`config.mk`:
```
export PLATFORM = sky130hd
export DESIGN_NAME = z80_bus_bridge
export DESIGN_NICKNAME = d
export VERILOG_FILES = /design/src/rtl/z80_bus_pkg.sv /design/src/rtl/z80_strobe_decode.sv /design/src/rtl/z80_bus_bridge.sv
export SDC_FILE = /design/constraint.sdc
export NUM_CORES = 1
export LEC_CHECK = 0
export CAP_MARGIN = 20
export CORE_MARGIN = 5
export CORE_UTILIZATION = 42
export DETAILED_ROUTE_END_ITERATION = 6
export PLACE_DENSITY = 0.84
export SKIP_CTS_REPAIR_TIMING = 1
export SLEW_MARGIN = 20
export SYNTH_ARGS = -nofsm -noshare
export SYNTH_HDL_FRONTEND = slang
export SYNTH_SLANG_ARGS = --single-unit
```
`constraint.sdc`:
```
create_clock -name clk -period 3.1 [get_ports clk]
set_input_delay 0.465 -clock clk [delete_from_list [all_inputs] [get_ports clk]]
set_output_delay 0.465 -clock clk [all_outputs]
set_load 0.02 [all_outputs]
```
`src/rtl/z80_bus_pkg.sv`:
```
// Shared types and constants for the Z80 pin-bus to SoC req/ack bridge.
package z80_bus_pkg;

   localparam int unsigned ADDR_W = 16;
   localparam logic [7:0]  DATA_IDLE = 8'hFF;

   typedef enum logic [1:0] {
      ST_IDLE = 2'd0,
      ST_REQ  = 2'd1,
      ST_DONE = 2'd2
   } bus_state_e;

   // Latched SoC-side command, presented on the b_* outputs while a request is open
   typedef struct packed {
      logic              we;
      logic              io;
      logic [ADDR_W-1:0] addr;
      logic [7:0]        wdata;
   } bus_cmd_t;

   function automatic int unsigned cnt_width(input int unsigned cyc);
      return $clog2(cyc + 1);
   endfunction

endpackage

```
`src/rtl/z80_strobe_decode.sv`:
```
// Decodes Z80 control pins into an active-cycle flag, interrupt acknowledge and cycle qualifiers.
module z80_strobe_decode (
   input  logic z_mreq_n_i,
   input  logic z_iorq_n_i,
   input  logic z_rd_n_i,
   input  logic z_wr_n_i,
   input  logic z_m1_n_i,
   output logic act_o,
   output logic intack_o,
   output logic io_o,
   output logic wr_o
);

   assign act_o    = (~z_rd_n_i | ~z_wr_n_i) & (~z_mreq_n_i | ~z_iorq_n_i);
   assign intack_o = ~z_m1_n_i & ~z_iorq_n_i;
   assign io_o     = ~z_iorq_n_i;
   assign wr_o     = ~z_wr_n_i;

endmodule

```
`src/rtl/z80_bus_bridge.sv`:
```
// Z80 pin bus to single-outstanding req/ack SoC bus bridge with CPU wait stretching.
// Optional slave ack timeout enabled by defining Z80_BRIDGE_TIMEOUT_EN.
module z80_bus_bridge
   import z80_bus_pkg::*;
#(
   parameter int unsigned IO_ADDR_W   = 8,
   parameter int unsigned TIMEOUT_CYC = 255
) (
   input  logic        clk,
   input  logic        reset_n,
   input  logic [15:0] z_a,
   input  logic [7:0]  z_dout,
   input  logic        z_mreq_n,
   input  logic        z_iorq_n,
   input  logic        z_rd_n,
   input  logic        z_wr_n,
   input  logic        z_m1_n,
   output logic [7:0]  z_din,
   output logic        z_wait_n,
   input  logic [7:0]  int_vec,
   output logic        b_req,
   output logic        b_we,
   output logic        b_io,
   output logic [15:0] b_addr,
   output logic [7:0]  b_wdata,
   input  logic        b_ack,
   input  logic [7:0]  b_rdata,
   output logic        timeout_evt
);

   if (IO_ADDR_W < 1 || IO_ADDR_W > ADDR_W || TIMEOUT_CYC < 1) begin : g_param_chk
      $error("z80_bus_bridge: IO_ADDR_W must be 1..16 and TIMEOUT_CYC at least 1");
   end

   logic act, intack, is_io, is_wr;

   z80_strobe_decode u_decode (
      .z_mreq_n_i (z_mreq_n),
      .z_iorq_n_i (z_iorq_n),
      .z_rd_n_i   (z_rd_n),
      .z_wr_n_i   (z_wr_n),
      .z_m1_n_i   (z_m1_n),
      .act_o      (act),
      .intack_o   (intack),
      .io_o       (is_io),
      .wr_o       (is_wr)
   );

   bus_state_e state_q, state_d;
   logic       req_q, req_d;
   bus_cmd_t   cmd_q, cmd_d;
   logic [7:0] din_q, din_d;

`ifdef Z80_BRIDGE_TIMEOUT_EN
   localparam int unsigned CNT_W = cnt_width(TIMEOUT_CYC);
   logic [CNT_W-1:0] cnt_q, cnt_d;
   logic             tevt_q, tevt_d;
`endif

   // Next-state and next-output logic
   always_comb begin
      state_d = state_q;
      req_d   = req_q;
      cmd_d   = cmd_q;
      din_d   = din_q;
`ifdef Z80_BRIDGE_TIMEOUT_EN
      cnt_d   = cnt_q;
      tevt_d  = 1'b0;
`endif
      unique case (state_q)
         ST_IDLE: begin
            if (intack) begin
               din_d   = int_vec;
               state_d = ST_DONE;
            end else if (act) begin
               cmd_d.we    = is_wr;
               cmd_d.io    = is_io;
               cmd_d.addr  = is_io ? ADDR_W'(z_a[IO_ADDR_W-1:0]) : z_a;
               cmd_d.wdata = z_dout;
               req_d       = 1'b1;
               state_d     = ST_REQ;
`ifdef Z80_BRIDGE_TIMEOUT_EN
               cnt_d       = '0;
`endif
            end
         end
         ST_REQ: begin
            // An aborted CPU cycle still drains the slave ack, but its data is dropped
            if (b_ack) begin
               req_d = 1'b0;
               if (!act) begin
                  state_d = ST_IDLE;
               end else begin
                  if (!cmd_q.we) din_d = b_rdata;
                  state_d = ST_DONE;
               end
            end
`ifdef Z80_BRIDGE_TIMEOUT_EN
            else if (cnt_q == CNT_W'(TIMEOUT_CYC - 1)) begin
               req_d   = 1'b0;
               din_d   = DATA_IDLE;
               tevt_d  = 1'b1;
               state_d = act ? ST_DONE : ST_IDLE;
            end else begin
               cnt_d = cnt_q + CNT_W'(1);
            end
`endif
         end
         ST_DONE: begin
            if (!act && !intack) state_d = ST_IDLE;
         end
         default: state_d = ST_IDLE;
      endcase
   end

   always_ff @(posedge clk) begin
      if (!reset_n) begin
         state_q <= ST_IDLE;
         req_q   <= 1'b0;
         cmd_q   <= '0;
         din_q   <= DATA_IDLE;
`ifdef Z80_BRIDGE_TIMEOUT_EN
         cnt_q   <= '0;
         tevt_q  <= 1'b0;
`endif
      end else begin
         state_q <= state_d;
         req_q   <= req_d;
         cmd_q   <= cmd_d;
         din_q   <= din_d;
`ifdef Z80_BRIDGE_TIMEOUT_EN
         cnt_q   <= cnt_d;
         tevt_q  <= tevt_d;
`endif
      end
   end

   // Wait goes low in the same cycle the strobe appears so the CPU never samples early
   assign z_wait_n = ~(reset_n & (act | intack) & ((state_q == ST_IDLE) | (state_q == ST_REQ)));

   assign z_din   = din_q;
   assign b_req   = req_q;
   assign b_we    = cmd_q.we;
   assign b_io    = cmd_q.io;
   assign b_addr  = cmd_q.addr;
   assign b_wdata = cmd_q.wdata;

`ifdef Z80_BRIDGE_TIMEOUT_EN
   assign timeout_evt = tevt_q;
`else
   assign timeout_evt = 1'b0;
`endif

endmodule
```
; Yosys cells after proc, flatten, opt, wreduce, memory -nomap -nowiden
; Index checks and enable logic that the tools add are counted.
[word_totals]
elab_cells = 57
in_bits = 48
out_inout_bits = 37
reg_bits = 37
[classes]
bitwise_logic = 15
n_eq_ne = 10
n_reduce_logical = 9
muxes = 16
[op_table]
columns = cell, n
row1 = 8-bit 2-to-1 mux, 4
row2 = 16-bit 2-to-1 mux, 1
row3 = 8-bit one-hot mux with 2 select lines, 1
row4 = "2-bit != test, second input constant", 7
row5 = 2-bit 2-to-1 mux, 5
row6 = 1-bit NOT, 7
row7 = 2-bit one-hot mux with 3 select lines, 1
row8 = 3-bit AND reduction, 2
row9 = 5-bit AND reduction, 1
row10 = 1-bit AND, 4
row11 = 1-bit OR, 4
row12 = 4-bit AND reduction, 1
row13 = 1-bit 2-to-1 mux, 3
row14 = "3-bit != test, second input constant", 1
row15 = "2-bit by 1-bit == test with 1-bit output, second input constant", 1
row16 = "2-bit == test, second input constant", 1
row17 = 1-bit zero test, 2
row18 = 2-bit zero test, 1
row19 = 1-bit one-hot mux with 2 select lines, 1
row20 = 2-bit nonzero test, 1
row21 = 1-bit logical AND, 1

; Longest topological paths before layout
; Gate-level depths: netlist (run 1).
[logic_depth]
ltp_word = 7
ltp_mapped = 5
depth_no_buf = 3

; Modules after synthesis
; From an unflattened synthesis (run 1), not the netlist that was laid out.
[unflattened]
cells_unflattened = 182
area_unflattened_um2 = 1601.5
[modules_own_cells]
columns = module, seq_area_each_um2, cells_per_inst, n_inst, area_each_um2
row1 = z80_bus_bridge, 740.7, 178, 1, 1577.8
row2 = z80_strobe_decode, 0.0, 4, 1, 23.8

; Least setup slack after synthesis (run 1)
; OpenSTA, ideal clock, no wires.
[synth_timing]
path_kind = in2out
startpoint = input reset_n
endpoint = output z_wait_n
n_path_buf = 1
arrival_ns = 1.275
setup_slack_ns = 1.360
stages = 3
cell_sequence = buf_2 clkinv_1 or3_1
[synth_via]
elab_chain_cells = 3
[synth_lines]
columns = item, line_no
row1 = from (decl), z80_bus_bridge.sv:10  ; input logic reset_n,
row2 = 1-bit AND (2 in a row), z80_bus_bridge.sv:139  ; assign z_wait_n = ~(reset_n & (act | intack) & ((state_q == ST_IDLE) | (state_q == ST_REQ)));
row3 = 1-bit NOT, z80_bus_bridge.sv:139
row4 = to (decl), z80_bus_bridge.sv:19  ; output logic z_wait_n,
; No other way between the ends.

; Worst setup path in the final report (run 1)
[layout_timing]
startpoint = input z_iorq_n
endpoint = output z_wait_n
[layout_via]
elab_chain_cells = 7
[layout_lines]
columns = item, line_no
row1 = from (decl), z80_bus_bridge.sv:14  ; input logic z_iorq_n,
row2 = 1-bit NOT *, "z80_strobe_decode.sv:14, z80_strobe_decode.sv:15"
row3 = 1-bit OR, z80_strobe_decode.sv:14  ; assign act_o = (~z_rd_n_i | ~z_wr_n_i) & (~z_mreq_n_i | ~z_iorq_n_i);
row4 = 1-bit AND, z80_strobe_decode.sv:14
row5 = 1-bit OR *, z80_bus_bridge.sv:139
row6 = 1-bit AND * (2 in a row), z80_bus_bridge.sv:139
row7 = 1-bit NOT *, z80_bus_bridge.sv:139
; Mark *: on every way between the ends. The rest lies on a longest branch, timed or not.

==> impl_metrics.env, run 1 <==
export IMPL_arrival_ns=2.15
export IMPL_totalWireLength_um=4010
export IMPL_nNetsFinal=307
export IMPL_start_kind="input pin"
export IMPL_die_height_um=72.5
export IMPL_synthXorXnorAreaFrac_pct=0
export IMPL_start_util_pct=44.2
export IMPL_track_usage_pct=15.2
export IMPL_row_count=22
export IMPL_wl_per_cell_um=13.0
export IMPL_crit_end="z_wait_n"
export IMPL_worstSkewPairLatency_ns=0.28
export IMPL_slowest_delay_ns=0.55
export IMPL_power_mw=1.28
export IMPL_r2r_start="state_q[1]$_SDFFE_PN0P_"
export IMPL_r2r_setup_slack_ns=1.46
export IMPL_powerDensity_mw_per_mm2=496
export IMPL_synthDistinctLibCells=29
export IMPL_clock_skew_ns=0.00491
export IMPL_grt_max_degree=54
export IMPL_yosysSeqAreaShare_pct=45.1
export IMPL_layout_worst_path_cycle_share_pct=84.5
export IMPL_setup_viol=0
export IMPL_viasPerCell=4.78
export IMPL_ant_nets=0
export IMPL_rsz0062_at_grt="false"
export IMPL_grt_ovfl_total=0
export IMPL_reg2reg_to="b_wdata[7]$_SDFFE_PN0P_"
export IMPL_die_w_um=72.5
export IMPL_vias=1471
export IMPL_slew_viol_final=0
export IMPL_synth_top_family_by_area="simple AND/OR/NAND/NOR gates"
export IMPL_cts_sinks=37
export IMPL_cts_buffer_depth=2
export IMPL_gp_congestion=0.718
export IMPL_die_area_mm2=0.00526
export IMPL_drv_cap=0
export IMPL_cts_buffers=5
export IMPL_grt_pass1_vias=1427
export IMPL_muxShareOfSynthArea_pct=15.2
export IMPL_dp_hpwl_um=2910
export IMPL_cpMostUsedCell="clkdlybuf4s50_1"
export IMPL_path_max_fanout=7
export IMPL_dr_pass1_iters=4
export IMPL_max_freq_mhz=382
export IMPL_clk_pin_slew_ns=0.08
export IMPL_synth_nets=228
export IMPL_end_kind="output pin"
export IMPL_ioPinCount=85
export IMPL_critPathSlowestCell="clkdlybuf4s50_1"
export IMPL_critical_path_depth=5
export IMPL_min_path_type="flop to flop"
export IMPL_coreArea_mm2=0.00372
export IMPL_fin_crit_ns=2.62
export IMPL_yosys_area_share_simple_pct=22.2
export IMPL_hp_start="b_addr[2]$_SDFFE_PN0P_"
export IMPL_syn_to_final_growth_pct=57.5
export IMPL_crit_chain="clkdlybuf4s50_1, a22oi_4, nor2_1, or3_1, clkdlybuf4s50_1"
export IMPL_synthCells=180
export IMPL_htree_levels=2
export IMPL_startpoint="z_iorq_n"
export IMPL_crit_family="buffers and inverters"
export IMPL_num_fill_cells=300
export IMPL_p_leak_nw=1.06
export IMPL_drtIter0Drc=25
export IMPL_drc=0
export IMPL_synth_seq_cells=37
export IMPL_worstRegToRegCells=4
export IMPL_cts_tree="built"
export IMPL_drive_gt1_share_pct=5.77
export IMPL_yosys_area_share_adder_pct=0
export IMPL_status="completed"
export IMPL_synthesis_area_mm2=0.00164
export IMPL_root_buffer="clkbuf_8"
export IMPL_required_ns=2.63
export IMPL_avgSynthCellArea_um2=9.12
export IMPL_grt_pass1_wl_um=6330
export IMPL_io_buffer_count=83
export IMPL_cp_num_buf_inv=2
export IMPL_fin_tns_setup_ns=0
export IMPL_ir_drop_mv=0.225
export IMPL_synth_compound_area_share_pct=11.9
export IMPL_n_antenna_cell=0
export IMPL_antenna_found_initial=0
export IMPL_crit_type="input pin to output pin"
export IMPL_yosys_warnings=0
export IMPL_hold_viol=0
## stage by stage
step,std cells,hold WS [ns],instance area [um^2],utilization [%],worst slack (ns)
after floorplan,180,0.533,1640,-,1.36
after global placement,300,0.443,2470,66.4,0.482
after detailed placement,300,0.450,2470,66.4,0.478
after CTS,308,0.462,2590,69.6,0.474
after global routing,308,0.479,2590,69.6,0.442
final,308,0.462,2590,69.6,0.481
## cells in the mapped netlist (all sizes together)
library cell	instances	area share (%)
nand2	50	11
dfxtp	37	45
mux2i	25	15
nor2	12	2.9
and3b	9	4.8
a211oi	8	3.7
clkbuf	8	1.8
o22ai	8	3.0
buf	6	3.3
nand2b	2	0.76
nor2b	2	0.76
a21oi	1	0.30
a22oi	1	1.3
a31oi	1	0.38
a32oi	1	1.7
clkinv	1	0.23
conb	1	0.23
nand3	1	0.30
nand4	1	0.38
nor3b	1	0.46
o211a	1	0.61
o21a	1	0.46
o31ai	1	0.46
or3	1	0.38
## area by class of cell
| type | instances | area, um^2 | area share [%] |
|---|---|---|---|
| inverter | 1 | 3.75 | 0.145 |
| multi-input combinational | 128 | 813 | 31.4 |
| timing repair buffer | 86 | 848 | 32.8 |
| tap | 48 | 60.1 | 2.32 |
| clock buffer | 6 | 82.6 | 3.19 |
| clock inverter | 2 | 37.5 | 1.45 |
| sequential | 37 | 741 | 28.6 |
## registers in the layout, summed over array words and instances (netlist names)
signal	count
b_addr	16
b_io	1
b_req	1
b_wdata	8
b_we	1
state_q	2
z_din	8
## tightest hold or removal path: cells and delay by family (launching register included)
family | cells | cell delay [ns]
flops | 1 | 0.32
mux | 1 | 0.05
simple gates | 1 | 0.05
## layout by cell type (no fill, tap or decap)
cell,instances
o211a_1,1
nor3b_1,1
clkdlybuf4s50_1,82
bufinv_16,1
dfxtp_1,37
a21oi_1,1
o31ai_1,1
nor2_1,11
clkinvlp_4,1
a211oi_1,8
conb_1,1
clkbuf_8,6
o21a_1,1
mux2i_1,25
buf_2,1
a32oi_4,1
nand2b_1,2
nand4_1,1
buf_4,3
a22oi_4,1
nand2_1,50
nor2_2,1
o22ai_1,8
clkinv_1,1
nor2b_1,2
nand3_1,1
a31oi_1,1
and3b_1,9
or3_1,1
## kinds of logic (layout without fill, tap and decap cells)
family,Yosys count,after routing
multiplexers,25,25
other,1,1
AND/OR/NAND/NOR,79,79
flip-flops,37,37
buffers and inverters,15,95
AO/OA/AOI/OAI,23,23
## worst min path at each step
stage | cells past startpoint | end | slack, ns
floorplan | 2 | b_addr[0]$_SDFFE_PN0P_ | 0.53
CTS | 2 | b_addr[2]$_SDFFE_PN0P_ | 0.46
detailed placement | 2 | b_wdata[1]$_SDFFE_PN0P_ | 0.45
global route | 2 | b_addr[7]$_SDFFE_PN0P_ | 0.48
global placement | 2 | b_addr[1]$_SDFFE_PN0P_ | 0.44
finish | 2 | b_addr[2]$_SDFFE_PN0P_ | 0.46
## per-layer routing
metal | up-vias | global-route usage, % | wire, um | part of all wire, %
li1 | 770 | - | - | -
met3 | 4 | 6.51 | 348 | 8.7
met2 | 45 | 24.3 | 1880 | 47
met4 | 0 | 4.92 | 52 | 1.3
met1 | 652 | 18.3 | 1730 | 43
met5 | - | 0 | 0 | 0
## power breakdown
part	total (mW)	switching, mW	internal [mW]
logic	0.314	0.146	0.169
registers	0.539	0.0243	0.515
clock network	0.430	0.169	0.262
total	1.28	0.339	0.945
No activity file was read; power rests on OpenSTA's default activity.
==> run 2: changes to the inputs <==
CORE_UTILIZATION = 39   (was 42)
PLACE_DENSITY = 0.79   (was 0.84)
clock period = 2.6 ns   (was 3.1 ns; I/O delays follow)
==> run 2 against run 1 <==
  * Count of clock-buffer cells in the layout rose by 1
  * Clock skew down 0.0013 ns
  * Combinational power up 22%
  * Largest power group unchanged
  * Sequential share of layout area increased by 0.13 points
  * Non-clock buffer count is 1 higher
  * Die area is 6.6% higher
  * Power is 11% higher
==> impl_metrics.env, run 2 (same netlist as run 1, synthesis figures left out) <==
export IMPL_crit_type="input pin to output pin"
export IMPL_multi_input_area_um2=813
export IMPL_arrival_ns=2.02
export IMPL_setup_viol=0
export IMPL_die_height_um=74.9
export IMPL_cpMostUsedCell="clkdlybuf4s50_1"
export IMPL_dp_slack_ns=0.184
export IMPL_hold_path_depth=2
export IMPL_totalWireLength_um=4060
export IMPL_drc=0
export IMPL_path_max_fanout=4
export IMPL_die_w_um=74.9
export IMPL_slew_viol_final=0
export IMPL_fin_crit_ns=2.41
export IMPL_grt_max_degree=54
export IMPL_antenna_found_initial=0
export IMPL_io_buffer_count=83
export IMPL_num_fill_cells=341
export IMPL_rsz0062_at_grt="false"
export IMPL_gp_congestion=0.758
export IMPL_dp_hpwl_um=3020
export IMPL_root_buffer="clkbuf_8"
export IMPL_hp_start="b_addr[4]$_SDFFE_PN0P_"
export IMPL_grt_pass1_wl_um=6580
export IMPL_cts_buffers=5
export IMPL_htree_levels=2
export IMPL_drive_gt1_share_pct=5.38
export IMPL_reg2reg_to="b_addr[6]$_SDFFE_PN0P_"
export IMPL_fin_ws_ns=0.191
export IMPL_powerDensity_mw_per_mm2=551
export IMPL_layout_common_cells="82 x clkdlybuf4s50_1, 50 x nand2_1, 37 x dfxtp_1"
export IMPL_ir_drop_mv=0.286
export IMPL_seq_area_um2=741
export IMPL_status="completed"
export IMPL_cts_buffer_depth=2
export IMPL_min_path_type="flop to flop"
export IMPL_critPathSlowestCell="clkdlybuf4s50_1"
export IMPL_worstSkewPairLatency_ns=0.28
export IMPL_grt_pass1_vias=1491
export IMPL_worstRegToRegCells=4
export IMPL_fin_tns_setup_ns=0
export IMPL_viasPerCell=4.84
export IMPL_dr_pass1_iters=4
export IMPL_clock_skew_ns=0.00358
export IMPL_drv_cap=0
export IMPL_cts_tree="built"
export IMPL_die_area_mm2=0.00561
export IMPL_wl_per_cell_um=13.1
export IMPL_coreArea_mm2=0.00403
export IMPL_hold_viol=0
export IMPL_n_antenna_cell=0
export IMPL_slowest_delay_ns=0.55
export IMPL_crit_chain="clkdlybuf4s50_1, nor2_2, nor2_1, or3_1, clkdlybuf4s50_1"
export IMPL_clk_pin_slew_ns=0.07
export IMPL_grt_ovfl_total=0
export IMPL_vias=1499
export IMPL_layout_worst_path_cycle_share_pct=92.7
export IMPL_syn_to_final_growth_pct=56.9
export IMPL_ant_nets=0
export IMPL_max_freq_mhz=415
export IMPL_final_common_cell="clkdlybuf4s50_1"
export IMPL_cts_sinks=37
export IMPL_power_mw=1.42
export IMPL_p_leak_nw=1.05
export IMPL_end_kind="output pin"
export IMPL_start_kind="input pin"
export IMPL_row_count=23
export IMPL_start_util_pct=40.7
export IMPL_r2r_start="state_q[1]$_SDFFE_PN0P_"
export IMPL_ioPinCount=85
export IMPL_min_to="b_addr[4]$_SDFFE_PN0P_"
export IMPL_nNetsFinal=308
export IMPL_largest_reg_flops=16
export IMPL_track_usage_pct=15.1
export IMPL_drtIter0Drc=52
export IMPL_required_ns=2.21
export IMPL_r2r_setup_slack_ns=1.08
-- run 2: cell types whose count changed in the layout (fill, tap and decap cells not counted) --
cell	change
buf_12	+1
clkbuf_1	+1
clkinvlp_4	-1
bufinv_16	-1
-- run 2: how the worst max path moves through the flow --
stage              from  slack (ns)  endpoint  depth (start not counted)
5_1_grt        z_iorq_n        0.12  z_wait_n                          5
3_5_place_dp   z_iorq_n        0.18  z_wait_n                          5
6_report       z_iorq_n        0.19  z_wait_n                          5
2_1_floorplan   reset_n        1.01  z_wait_n                          3
4_1_cts        z_iorq_n        0.18  z_wait_n                          5
3_3_place_gp   z_iorq_n        0.19  z_wait_n                          5
-- run 2: where the power goes --
part	internal [mW]	total, mW	switching (mW)	leakage (nW)
clock	0.210	0.394	0.184	0.0443
sequential	0.614	0.642	0.0286	0.303
combinational	0.207	0.382	0.175	0.707
-- run 2: cell type report --
cell class / count / share of cell area (%)
multi-input cells: 128 / 31.6
flip-flops and latches: 37 / 28.8
repair buffers: 87 / 33.7
clock buffers: 7 / 3.35
inverters: 1 / 0.146
well taps: 50 / 2.43
-- run 2: critical path, delay by kind of cell --
kind	cells	cell delay, ns
AND/OR/NAND/NOR	3	0.59
buffers and inverters	2	1.04
-- run 2: per-stage QoR --
step / std cells / utilization [%] / hold slack (ns) / area, um^2
2_1_floorplan: 180 / - / 0.532 / 1640
3_3_place_gp: 303 / 61.8 / 0.443 / 2490
3_5_place_dp: 303 / 61.8 / 0.450 / 2490
4_1_cts: 310 / 63.9 / 0.462 / 2570
5_1_grt: 310 / 63.9 / 0.478 / 2570
6_report: 310 / 63.9 / 0.457 / 2570
-- run 2: per-layer routing --
| layer | GRT usage (%) | up-vias | wire (um) |
|---|---|---|---|
| met5 | 0 | - | 0 |
| met4 | 5.34 | 0 | 53 |
| met3 | 4.94 | 4 | 297 |
| met2 | 25.0 | 46 | 1930 |
| met1 | 18.4 | 680 | 1780 |
| li1 | - | 769 | - |
